--- config.mk ---
export PLATFORM = sky130hd
export DESIGN_NAME = rv_imm_gen_stage_flat
export DESIGN_NICKNAME = d
export VERILOG_FILES = /design/src/rtl/rv_imm_gen_stage_pkg.sv /design/src/rtl/rv_imm_gen_stage_if.sv /design/src/rtl/rv_imm_gen_stage_skid.sv /design/src/rtl/rv_imm_gen_stage.sv /design/src/flat_wrapper.sv
export SDC_FILE = /design/constraint.sdc
export NUM_CORES = 1
export LEC_CHECK = 0
export ABC_CLOCK_PERIOD_IN_PS = 2400
export BUFFER_PORTS_ARGS = -buffer_cell sky130_fd_sc_hd__clkbuf_2
export CAP_MARGIN = 20
export CORE_ASPECT_RATIO = 2
export CORE_MARGIN = 8
export CORE_UTILIZATION = 44
export CTS_BUF_LIST = sky130_fd_sc_hd__clkbuf_8
export CTS_CLUSTER_DIAMETER = 60
export DETAILED_ROUTE_END_ITERATION = 10
export PLACE_DENSITY = 0.75
export SYNTH_ARGS = -nofsm -noshare
export SYNTH_HDL_FRONTEND = slang
export SYNTH_SLANG_ARGS = --single-unit
--- constraint.sdc ---
create_clock -name clk -period 2.4 [get_ports clk]
set_input_delay 0.24 -clock clk [delete_from_list [all_inputs] [get_ports clk]]
set_output_delay 0.24 -clock clk [all_outputs]
set_load 0.03 [all_outputs]
--- src/rtl/rv_imm_gen_stage_pkg.sv ---
// Shared types for the immediate-generation stage: opcode map, format codes,
// skid-buffer state encoding and the combinational immediate decoder.
package rv_imm_pkg;

   localparam logic [6:0] OPC_LOAD      = 7'b0000011;
   localparam logic [6:0] OPC_MISC_MEM  = 7'b0001111;
   localparam logic [6:0] OPC_OP_IMM    = 7'b0010011;
   localparam logic [6:0] OPC_AUIPC     = 7'b0010111;
   localparam logic [6:0] OPC_OP_IMM_32 = 7'b0011011;
   localparam logic [6:0] OPC_STORE     = 7'b0100011;
   localparam logic [6:0] OPC_LUI       = 7'b0110111;
   localparam logic [6:0] OPC_BRANCH    = 7'b1100011;
   localparam logic [6:0] OPC_JALR      = 7'b1100111;
   localparam logic [6:0] OPC_JAL       = 7'b1101111;
   localparam logic [6:0] OPC_SYSTEM    = 7'b1110011;

   typedef enum logic [2:0] {
      FMT_NONE = 3'd0,
      FMT_I    = 3'd1,
      FMT_S    = 3'd2,
      FMT_B    = 3'd3,
      FMT_U    = 3'd4,
      FMT_J    = 3'd5,
      FMT_Z    = 3'd6,
      FMT_SH   = 3'd7
   } fmt_e;

   typedef enum logic [1:0] {
      SB_EMPTY = 2'd0,
      SB_ONE   = 2'd1,
      SB_FULL  = 2'd2
   } sb_state_e;

   typedef struct packed {
      fmt_e        fmt;
      logic [63:0] imm;
   } dec_t;

   // Immediate is always built at 64 bits; RV32 users keep the low half,
   // which is already the correct 32-bit sign/zero extension.
   function automatic dec_t imm_decode(input logic [31:0] ir,
                                       input logic        xlen64,
                                       input logic        en_csr);
      dec_t       d;
      logic [2:0] f3;
      f3    = ir[14:12];
      d.fmt = FMT_NONE;
      d.imm = '0;
      case (ir[6:0])
         OPC_OP_IMM:                        d.fmt = (f3[1:0] == 2'b01) ? FMT_SH : FMT_I;
         OPC_OP_IMM_32:                     if (xlen64) d.fmt = (f3[1:0] == 2'b01) ? FMT_SH : FMT_I;
         OPC_LOAD, OPC_JALR, OPC_MISC_MEM:  d.fmt = FMT_I;
         OPC_STORE:                         d.fmt = FMT_S;
         OPC_BRANCH:                        d.fmt = FMT_B;
         OPC_LUI, OPC_AUIPC:                d.fmt = FMT_U;
         OPC_JAL:                           d.fmt = FMT_J;
         OPC_SYSTEM:                        d.fmt = (en_csr && f3[2]) ? FMT_Z : FMT_I;
         default:                           d.fmt = FMT_NONE;
      endcase
      case (d.fmt)
         FMT_I:  d.imm = {{52{ir[31]}}, ir[31:20]};
         FMT_S:  d.imm = {{52{ir[31]}}, ir[31:25], ir[11:7]};
         FMT_B:  d.imm = {{52{ir[31]}}, ir[7], ir[30:25], ir[11:8], 1'b0};
         FMT_U:  d.imm = {{32{ir[31]}}, ir[31:12], 12'b0};
         FMT_J:  d.imm = {{44{ir[31]}}, ir[19:12], ir[20], ir[30:21], 1'b0};
         FMT_Z:  d.imm = {59'b0, ir[19:15]};
         // Only 64-bit OP-IMM shifts own a 6-bit shamt; funct7 never reaches the immediate.
         FMT_SH: d.imm = (xlen64 && ir[6:0] == OPC_OP_IMM) ? {58'b0, ir[25:20]}
                                                           : {59'b0, ir[24:20]};
         default: d.imm = '0;
      endcase
      return d;
   endfunction

endpackage

--- src/rtl/rv_imm_gen_stage_if.sv ---
// Upstream/downstream bundle of the immediate-generation stage.
interface rv_imm_gen_stage_if #(
   parameter int XLEN  = 32,
   parameter int TAG_W = 32
);
   import rv_imm_pkg::*;

   // Both sides: a beat transfers on a rising edge where valid & ready are
   // both high; valid may not depend on ready, and a producer holding valid
   // keeps its payload stable until the transfer.
   logic             in_valid;
   logic             in_ready;
   logic [31:0]      in_ir;
   logic [TAG_W-1:0] in_tag;
   logic             out_valid;
   logic             out_ready;
   logic [XLEN-1:0]  out_imm;
   fmt_e             out_fmt;
   logic [31:0]      out_ir;
   logic [TAG_W-1:0] out_tag;

   modport master (
      output in_valid, in_ir, in_tag, out_ready,
      input  in_ready, out_valid, out_imm, out_fmt, out_ir, out_tag
   );

   modport slave (
      input  in_valid, in_ir, in_tag, out_ready,
      output in_ready, out_valid, out_imm, out_fmt, out_ir, out_tag
   );

endinterface

--- src/rtl/rv_imm_gen_stage_skid.sv ---
// Generic 2-entry valid/ready buffer: main entry drives the output, the skid
// entry absorbs one beat of backpressure so in_ready can be registered.
module rv_skid_buf
   import rv_imm_pkg::*;
#(
   parameter int W    = 8,
   parameter bit SKID = 1'b1
) (
   input  logic         clk,
   input  logic         rst_n,
   input  logic         flush,
   input  logic         in_valid,
   output logic         in_ready,
   input  logic [W-1:0] in_data,
   output logic         out_valid,
   input  logic         out_ready,
   output logic [W-1:0] out_data,
   output sb_state_e    dbg_state
);

   sb_state_e    state_q, state_d;
   logic         push, pop;
   logic         load_main, load_skid, main_from_skid;
   logic [W-1:0] main_q, skid_q;

   // With SKID the ready depends only on registered state, never on out_ready.
   assign in_ready  = rst_n & (SKID ? (state_q != SB_FULL)
                                    : (state_q == SB_EMPTY || out_ready));
   assign out_valid = (state_q != SB_EMPTY);
   assign push      = in_valid & in_ready & ~flush;
   assign pop       = out_valid & out_ready;
   assign out_data  = main_q;
   assign dbg_state = state_q;

   always_ff @(posedge clk) begin
      if (!rst_n) state_q <= SB_EMPTY;
      else        state_q <= state_d;
   end

   always_comb begin
      state_d = state_q;
      if (flush) begin
         state_d = SB_EMPTY;
      end else begin
         case (state_q)
            SB_EMPTY: if (push) state_d = SB_ONE;
            SB_ONE: begin
               if (push && !pop)      state_d = SB_FULL;
               else if (!push && pop) state_d = SB_EMPTY;
            end
            SB_FULL:  if (pop) state_d = SB_ONE;
            default:  state_d = SB_EMPTY;
         endcase
      end
   end

   always_comb begin
      load_main      = push && (state_q == SB_EMPTY || (state_q == SB_ONE && pop));
      load_skid      = push && state_q == SB_ONE && !pop;
      main_from_skid = pop && state_q == SB_FULL;
   end

   always_ff @(posedge clk) begin
      if (!rst_n) begin
         main_q <= '0;
         skid_q <= '0;
      end else begin
         if (load_main)           main_q <= in_data;
         else if (main_from_skid) main_q <= skid_q;
         if (load_skid)           skid_q <= in_data;
      end
   end

endmodule

--- src/rtl/rv_imm_gen_stage.sv ---
// Registered immediate-generation stage: decode on the input side, then hold
// {imm, fmt, ir, tag} in a 2-entry (or single) valid/ready buffer.
module rv_imm_gen_stage
   import rv_imm_pkg::*;
#(
   parameter int XLEN   = 32,
   parameter bit EN_CSR = 1'b1,
   parameter bit SKID   = 1'b1,
   parameter int TAG_W  = 32
) (
   input  logic               clk,
   input  logic               rst_n,
   input  logic               flush,
   rv_imm_gen_stage_if.slave  io,
   output sb_state_e          dbg_state
);

   localparam int PW = XLEN + 3 + 32 + TAG_W;

   dec_t          dec;
   logic [PW-1:0] in_data, out_data;
   logic          unused_imm_hi;

   assign dec           = imm_decode(io.in_ir, XLEN == 64, EN_CSR);
   assign unused_imm_hi = ^dec.imm;
   assign in_data       = {dec.imm[XLEN-1:0], dec.fmt, io.in_ir, io.in_tag};

   rv_skid_buf #(.W(PW), .SKID(SKID)) u_buf (
      .clk       (clk),
      .rst_n     (rst_n),
      .flush     (flush),
      .in_valid  (io.in_valid),
      .in_ready  (io.in_ready),
      .in_data   (in_data),
      .out_valid (io.out_valid),
      .out_ready (io.out_ready),
      .out_data  (out_data),
      .dbg_state (dbg_state)
   );

   assign io.out_imm = out_data[PW-1 -: XLEN];
   assign io.out_fmt = fmt_e'(out_data[32+TAG_W+2 -: 3]);
   assign io.out_ir  = out_data[32+TAG_W-1 -: 32];
   assign io.out_tag = out_data[TAG_W-1:0];

endmodule
--- src/flat_wrapper.sv ---
// flat-port wrapper written by rule: the top's interface ports become plain ports
module rv_imm_gen_stage_flat import rv_imm_pkg::*;
#(
   parameter int XLEN   = 32,
   parameter bit EN_CSR = 1'b1,
   parameter bit SKID   = 1'b1,
   parameter int TAG_W  = 32
)
  (clk, rst_n, flush, dbg_state, io_in_valid, io_in_ir, io_in_tag, io_out_ready, io_in_ready, io_out_valid, io_out_imm, io_out_fmt, io_out_ir, io_out_tag);
  rv_imm_gen_stage_if #(.XLEN(XLEN), .TAG_W(TAG_W)) io_i ();
  input  logic clk;
  input  logic rst_n;
  input  logic flush;
  output sb_state_e dbg_state;
  input wire logic [$bits(io_i.in_valid)-1:0] io_in_valid;
  input wire logic [$bits(io_i.in_ir)-1:0] io_in_ir;
  input wire logic [$bits(io_i.in_tag)-1:0] io_in_tag;
  input wire logic [$bits(io_i.out_ready)-1:0] io_out_ready;
  output wire logic [$bits(io_i.in_ready)-1:0] io_in_ready;
  output wire logic [$bits(io_i.out_valid)-1:0] io_out_valid;
  output wire logic [$bits(io_i.out_imm)-1:0] io_out_imm;
  output wire logic [$bits(io_i.out_fmt)-1:0] io_out_fmt;
  output wire logic [$bits(io_i.out_ir)-1:0] io_out_ir;
  output wire logic [$bits(io_i.out_tag)-1:0] io_out_tag;
  assign io_i.in_valid = io_in_valid;
  assign io_i.in_ir = io_in_ir;
  assign io_i.in_tag = io_in_tag;
  assign io_i.out_ready = io_out_ready;
  assign io_in_ready = io_i.in_ready;
  assign io_out_valid = io_i.out_valid;
  assign io_out_imm = io_i.out_imm;
  assign io_out_fmt = io_i.out_fmt;
  assign io_out_ir = io_i.out_ir;
  assign io_out_tag = io_i.out_tag;
  rv_imm_gen_stage #(.XLEN(XLEN), .EN_CSR(EN_CSR), .SKID(SKID), .TAG_W(TAG_W)) u_core (.clk(clk), .rst_n(rst_n), .flush(flush), .io(io_i), .dbg_state(dbg_state));
endmodule
# Yosys cells after proc, flatten, opt, wreduce, memory -nomap -nowiden
# Cells that the tools add are included.
[word_totals]
register_bits = 200
inputBits = 69
output_inout_bits = 103
elab_cells = 61
[op_classes]
eq_ne = 24
mux = 11
bitwise_logic = 6
reduce_logical = 17
[op_table]
columns = ["cell", "count"]
rows = [
  ["one-hot mux 32 bit (7 select lines)", 1],
  ["2-to-1 mux 99 bit", 2],
  ["== test 7 bit (second input constant)", 4],
  ["one-hot mux 3 bit (7 select lines)", 1],
  ["== test 7 x 5 -> 1 bit (second input constant)", 2],
  ["== test 7 x 6 -> 1 bit (second input constant)", 2],
  ["== test 3 bit (second input constant)", 4],
  ["2-to-1 mux 2 bit", 4],
  ["== test 7 x 2 -> 1 bit (second input constant)", 1],
  ["== test 7 x 4 -> 1 bit (second input constant)", 1],
  ["logical AND 1 bit", 7],
  ["== test 3 x 2 -> 1 bit (second input constant)", 2],
  ["2-to-1 mux 3 bit", 2],
  ["!= test 2 bit (second input constant)", 3],
  ["one-hot mux 2 bit (3 select lines)", 1],
  ["bitwise AND 1 bit", 4],
  ["== test 2 x 1 -> 1 bit (second input constant)", 2],
  ["nonzero test 2 bit", 2],
  ["OR reduction 2 bit", 2],
  ["== test 3 x 1 -> 1 bit (second input constant)", 1],
  ["!= test 3 bit (second input constant)", 1],
  ["AND reduction 3 bit", 1],
  ["OR reduction 3 bit", 1],
  ["== test 2 bit (second input constant)", 1],
  ["other kinds (4)", 6],
]

# Depth between registers and ports, before layout
[depth]
depth_word = 9
mapped_depth = 8

# Modules after synthesis
# From an unflattened synthesis, not the netlist that was laid out.
[unflattened]
cells_unflattened = 1137
area_unflattened_um2 = 9238.9
[modules_own_cells]
columns = ["mod", "n_inst", "cells_per_inst", "area_each_um2"]
rows = [
  ["rv_skid_buf", 1, 1047, 8650.8],
  ["rv_imm_gen_stage", 1, 90, 588.1],
]

# Worst setup path after synthesis
# OpenSTA, ideal clock, no wires.
[synth_path]
path_kind = "flip-flop to flip-flop"
from = "register u_core.u_buf.state_q[1] (netlist: u_core.u_buf.dbg_state[1])"
to = "register u_core.u_buf.main_q[98] (netlist: u_core.u_buf.out_data[98])"
arrival_time_ns = 1.739
required_time_ns = 2.268
setup_slack_ns = 0.529
path_stages_with_launch = 8
path_buffers = 3
synth_period_minus_slack_ns = 1.871
cell_sequence = "dfxtp_1 -> clkbuf_1 -> and3b_1 -> clkbuf_1 -> buf_2 -> nor2_1 -> a22oi_1 -> a21oi_1"
[synth_via]
elab_chain_cells = 6
elab_cells_between_ends = 15
classes_between = "eq/ne (3); mux (1); bitwise (4); reduce/logical (7)"
[synth_rtl]
columns = ["element", "line_no", "rtl"]
rows = [
  ["start, declared", "rv_imm_gen_stage_skid.sv:21", "sb_state_e state_q, state_d;"],
  ["start signal, assigned", "rv_imm_gen_stage_skid.sv:37", "else state_q <= state_d;"],
  ["!= test 2 bit or nonzero test 2 bit (tied branches)", "rv_imm_gen_stage_skid.sv:27, rv_imm_gen_stage_skid.sv:29", ""],
  ["bitwise AND 1 bit (on tied branches)", "rv_imm_gen_stage_skid.sv:27, rv_imm_gen_stage_skid.sv:31", ""],
  ["bitwise AND 1 bit or logical AND 1 bit (tied branches)", "rv_imm_gen_stage_skid.sv:30, rv_imm_gen_stage_skid.sv:58", ""],
  ["bitwise AND 1 bit or logical OR 1 bit (tied branches)", "rv_imm_gen_stage_skid.sv:30, rv_imm_gen_stage_skid.sv:58", ""],
  ["logical AND 1 bit", "rv_imm_gen_stage_skid.sv:58", "load_main = push && (state_q == SB_EMPTY || (state_q == SB_ONE && pop));"],
  ["2-to-1 mux 99 bit or nonzero test 2 bit (tied branches)", "n/a", ""],
  ["end signal, assigned", "rv_imm_gen_stage_skid.sv:68", "if (load_main) main_q <= in_data;"],
  ["end signal, assigned", "rv_imm_gen_stage_skid.sv:69", "else if (main_from_skid) main_q <= skid_q;"],
  ["end, declared", "rv_imm_gen_stage_skid.sv:24", "logic [W-1:0] main_q, skid_q;"],
]
# Parallel ways exist; a longest one is shown, timed or not.
# A chain may end at the register's enable or synchronous reset.

# Worst setup path after layout
[layout_path]
from = "register u_core.u_buf.state_q[1] (netlist: u_core.u_buf.dbg_state[1])"
to = "register u_core.u_buf.main_q[90] (netlist: u_core.u_buf.out_data[90])"
# The elaborated chain is that of the path after synthesis.

==> qor.yml <==
status: "finished, final reports clean"
synthSimpleGateAreaFrac: 0.238
grt_pass1_vias: 8099
powerDensity_nw_per_um2: 625
tightestPinTransition_ns: 0.926
crit_arrival_ns: 2.48
period_needed_ns: 2.08
avgSynthCellArea_sq_um: 7.72
placed_area_sq_um: 9380
drv_slew: 0
worstPathMaxFanout: 37
final_nets: 1296
synth_edf_count: 0
synth_area_leader_cell: "dfxtp_1"
total_power_mw: 6.27
hold_path_class: "in2reg"
muxShareOfSynthArea: 0.00120
ys_seq_elements: 200
detailedPlace.worstSlack_ns: -0.0166
rsz0062_at_grt: "false"
synth-compound-area-share: 0.228
max_cap_violations: 0
synthXorXnorAreaFrac: 0
routed_wl_um: 26000
viasPerCell: 5.57
crit_family: "simple AND/OR/NAND/NOR gates"
io_buffers: 171
die_y_um: 211
clockBufferDepth: 2
die_x_um: 113
worst_clock_skew_ns: 0.0107
cts.sinks: 200
synth_top_family_by_area: "simple AND/OR/NAND/NOR gates"
critPathRequiredTime_ns: 2.79
synth.cell_area_sq_um: 8360
startpoint_type: "flop"
setup_viol: 0
min_period_over_period: 0.868
drc: 0
synth_seq_area_share: 0.479
clock_latency_ns: 0.48
worstSetupEndpointType: "flop"
synth_area_leaders: "dfxtp_1 48%, nand2_1 15%, a21oi_1 7.2%"
cts_tree: "built"
rows: 71
holdWs_ns: 0.0259
grt_start_max_net_pins: 93
stdcell_area_sq_um: 10000
dp_hpwl_um: 17400
die_area_sq_um: 23900
core_sq_um: 18700
fin_ws_ns: 0.317
grtUsageTotal: 0.216
max_freq_ghz: 0.480
grt-ovfl-total: 0
relSlewSlack: 0.383
synth_cell_types: 52
yosysTopAreaCellShare: 0.479
ir_drop_mv: 0.469
first_pass_iters: 5
drive_gt1_frac: 0.202
place_congestion: 0.881
dr_total_vias: 8329
power.leakage_nw: 3.77
antenna_left: 0
cts_buffers: 17
path_cells: "nor4bb_2 > nand2_4 > buf_4 > nand3_1 > nand2_1 > a31oi_1"
critical_path_class: "reg2reg"
drtIter0Drc: 627
synth_cells: 1083
grt_pass1_wl_um: 41500
async_reset_ff_frac: 0
utilization: 0.535
wl_per_cell_um: 17.4
htree_levels: 4
clk_pin_slew_ns: 0.10
syn_to_final_growth_pct: 20.0
path_buf_inv: 1
ioPinCount: 172
root_buffer: "clkbuf_8"
syn_nets: 1153
ys_warn_count: 0
cp_slowest_cell: "nor4bb_2"
start_util: 0.446
antenna_found_initial: 0
synthAdderAreaFrac: 0.00150
post_cts.repair.setup_buffers: 0
finalHoldViolations: 0
ys.flop_type: "dfxtp_1"
max_stage_delay_ns: 0.52
==> kinds of logic (layout without fill, tap and decap cells) <==
family	Yosys count	in the layout
AOI/OAI and AO/OA	296	296
adders and majority gates	1	1
buffers and inverters	104	260
DFF	200	200
muxes	1	1
other	0	1
and+or+nand+nor	481	481
==> flip-flops by register name (all words and copies together) (netlist names) <==
register and count:
u_core.u_buf.dbg_state 2, u_core.u_buf.out_data 99, u_core.u_buf.skid_q 99
==> worst register-to-register path, cell delays in order (launching register included) <==
cell and delay [ns]:
dfxtp_1 0.43, nor4bb_2 0.52, nand2_4 0.35, buf_4 0.39
nand3_1 0.11, nand2_1 0.05, a31oi_1 0.16
==> through the flow <==
stage | TNS [ns] | std cells
final | 0 | 1495
after global routing | 0 | 1494
after CTS | 0 | 1494
after detailed placement | -0.0166 | 1436
after global placement | 0 | 1436
after floorplan | 0 | 1083
==> layer usage <==
metal / track usage / vias to the layer above / part of all wire / wire (um)
li1: - / 4033 / - / -
met1: 0.229 / 3939 / 0.38 / 9780
met2: 0.382 / 285 / 0.52 / 13500
met3: 0.0435 / 72 / 0.052 / 1360
met4: 0.132 / 0 / 0.051 / 1330
met5: 0 / - / 0 / 0
==> cell usage in the layout (no fill, tap or decap), drive strengths merged, types with 6 or more instances in the layout <==
cell         netlist  layout
nor2              70      70
dfxtp            200     200
buf               16      25
o21ai             45      45
a22oi              7       7
a21oi            122     122
clkbuf            82     189
a32o               7       7
a31oi             28      28
nand2            337     337
a311oi            60      60
nand3             37      37
a31o               6       6
inv                6      13
dlygate4sd3        0      26
==> synthesized netlist by cell type (3+ instances only) <==
cell type  count
o21ai_0       44
a311oi_1      60
buf_4          3
nand3b_1       5
a31oi_1       28
clkbuf_1      82
buf_2          8
a32o_1         7
a22oi_1        7
inv_1          6
a211oi_1       4
nor2b_1        4
a21oi_1      121
nor2_1        70
nand2_1      337
nand3_1       35
dfxtp_1      200
a22o_1         5
buf_6          4
and3_1         4
a31o_2         6
nor3_1         5
==> cell type report <==
type,count,area (sq um)
Clock buffer,18,248
Fill cell,1796,8710
Sequential cell,200,4000
Clock inverter,14,136
Timing Repair Buffer,222,1350
Inverter,6,25.0
Tap cell,255,319
Antenna cell,1,2.50
Multi-Input combinational cell,779,3950
==> final timing paths <==
path                        startpoint                         to  slack [ns]  cells past startpoint
min reg2reg     u_core.u_buf.skid_q[7]     u_core.u_buf.skid_q[7]        0.46                      2
max          u_core.u_buf.dbg_state[1]  u_core.u_buf.out_data[90]        0.32                      6
max reg2reg  u_core.u_buf.dbg_state[1]  u_core.u_buf.out_data[90]        0.32                      6
min                      io_in_tag[14]    u_core.u_buf.skid_q[14]        0.03                      3
==> where the power goes <==
part	leakage, nW	switching, mW	internal [mW]
clock	0.181	1.26	0.874
combinational	1.97	0.469	0.221
sequential	1.62	0.0479	3.40
total	3.77	1.78	4.49
==> what timing repair did <==
item | 4_1_cts | 5_1_grt
hold endpoints to repair | 27 | 0
setup endpoints to repair | 0 | 16
hold buffers | 26 | 0
gates resized for setup | 0 | 1
(Power assumes the default switching activity.)
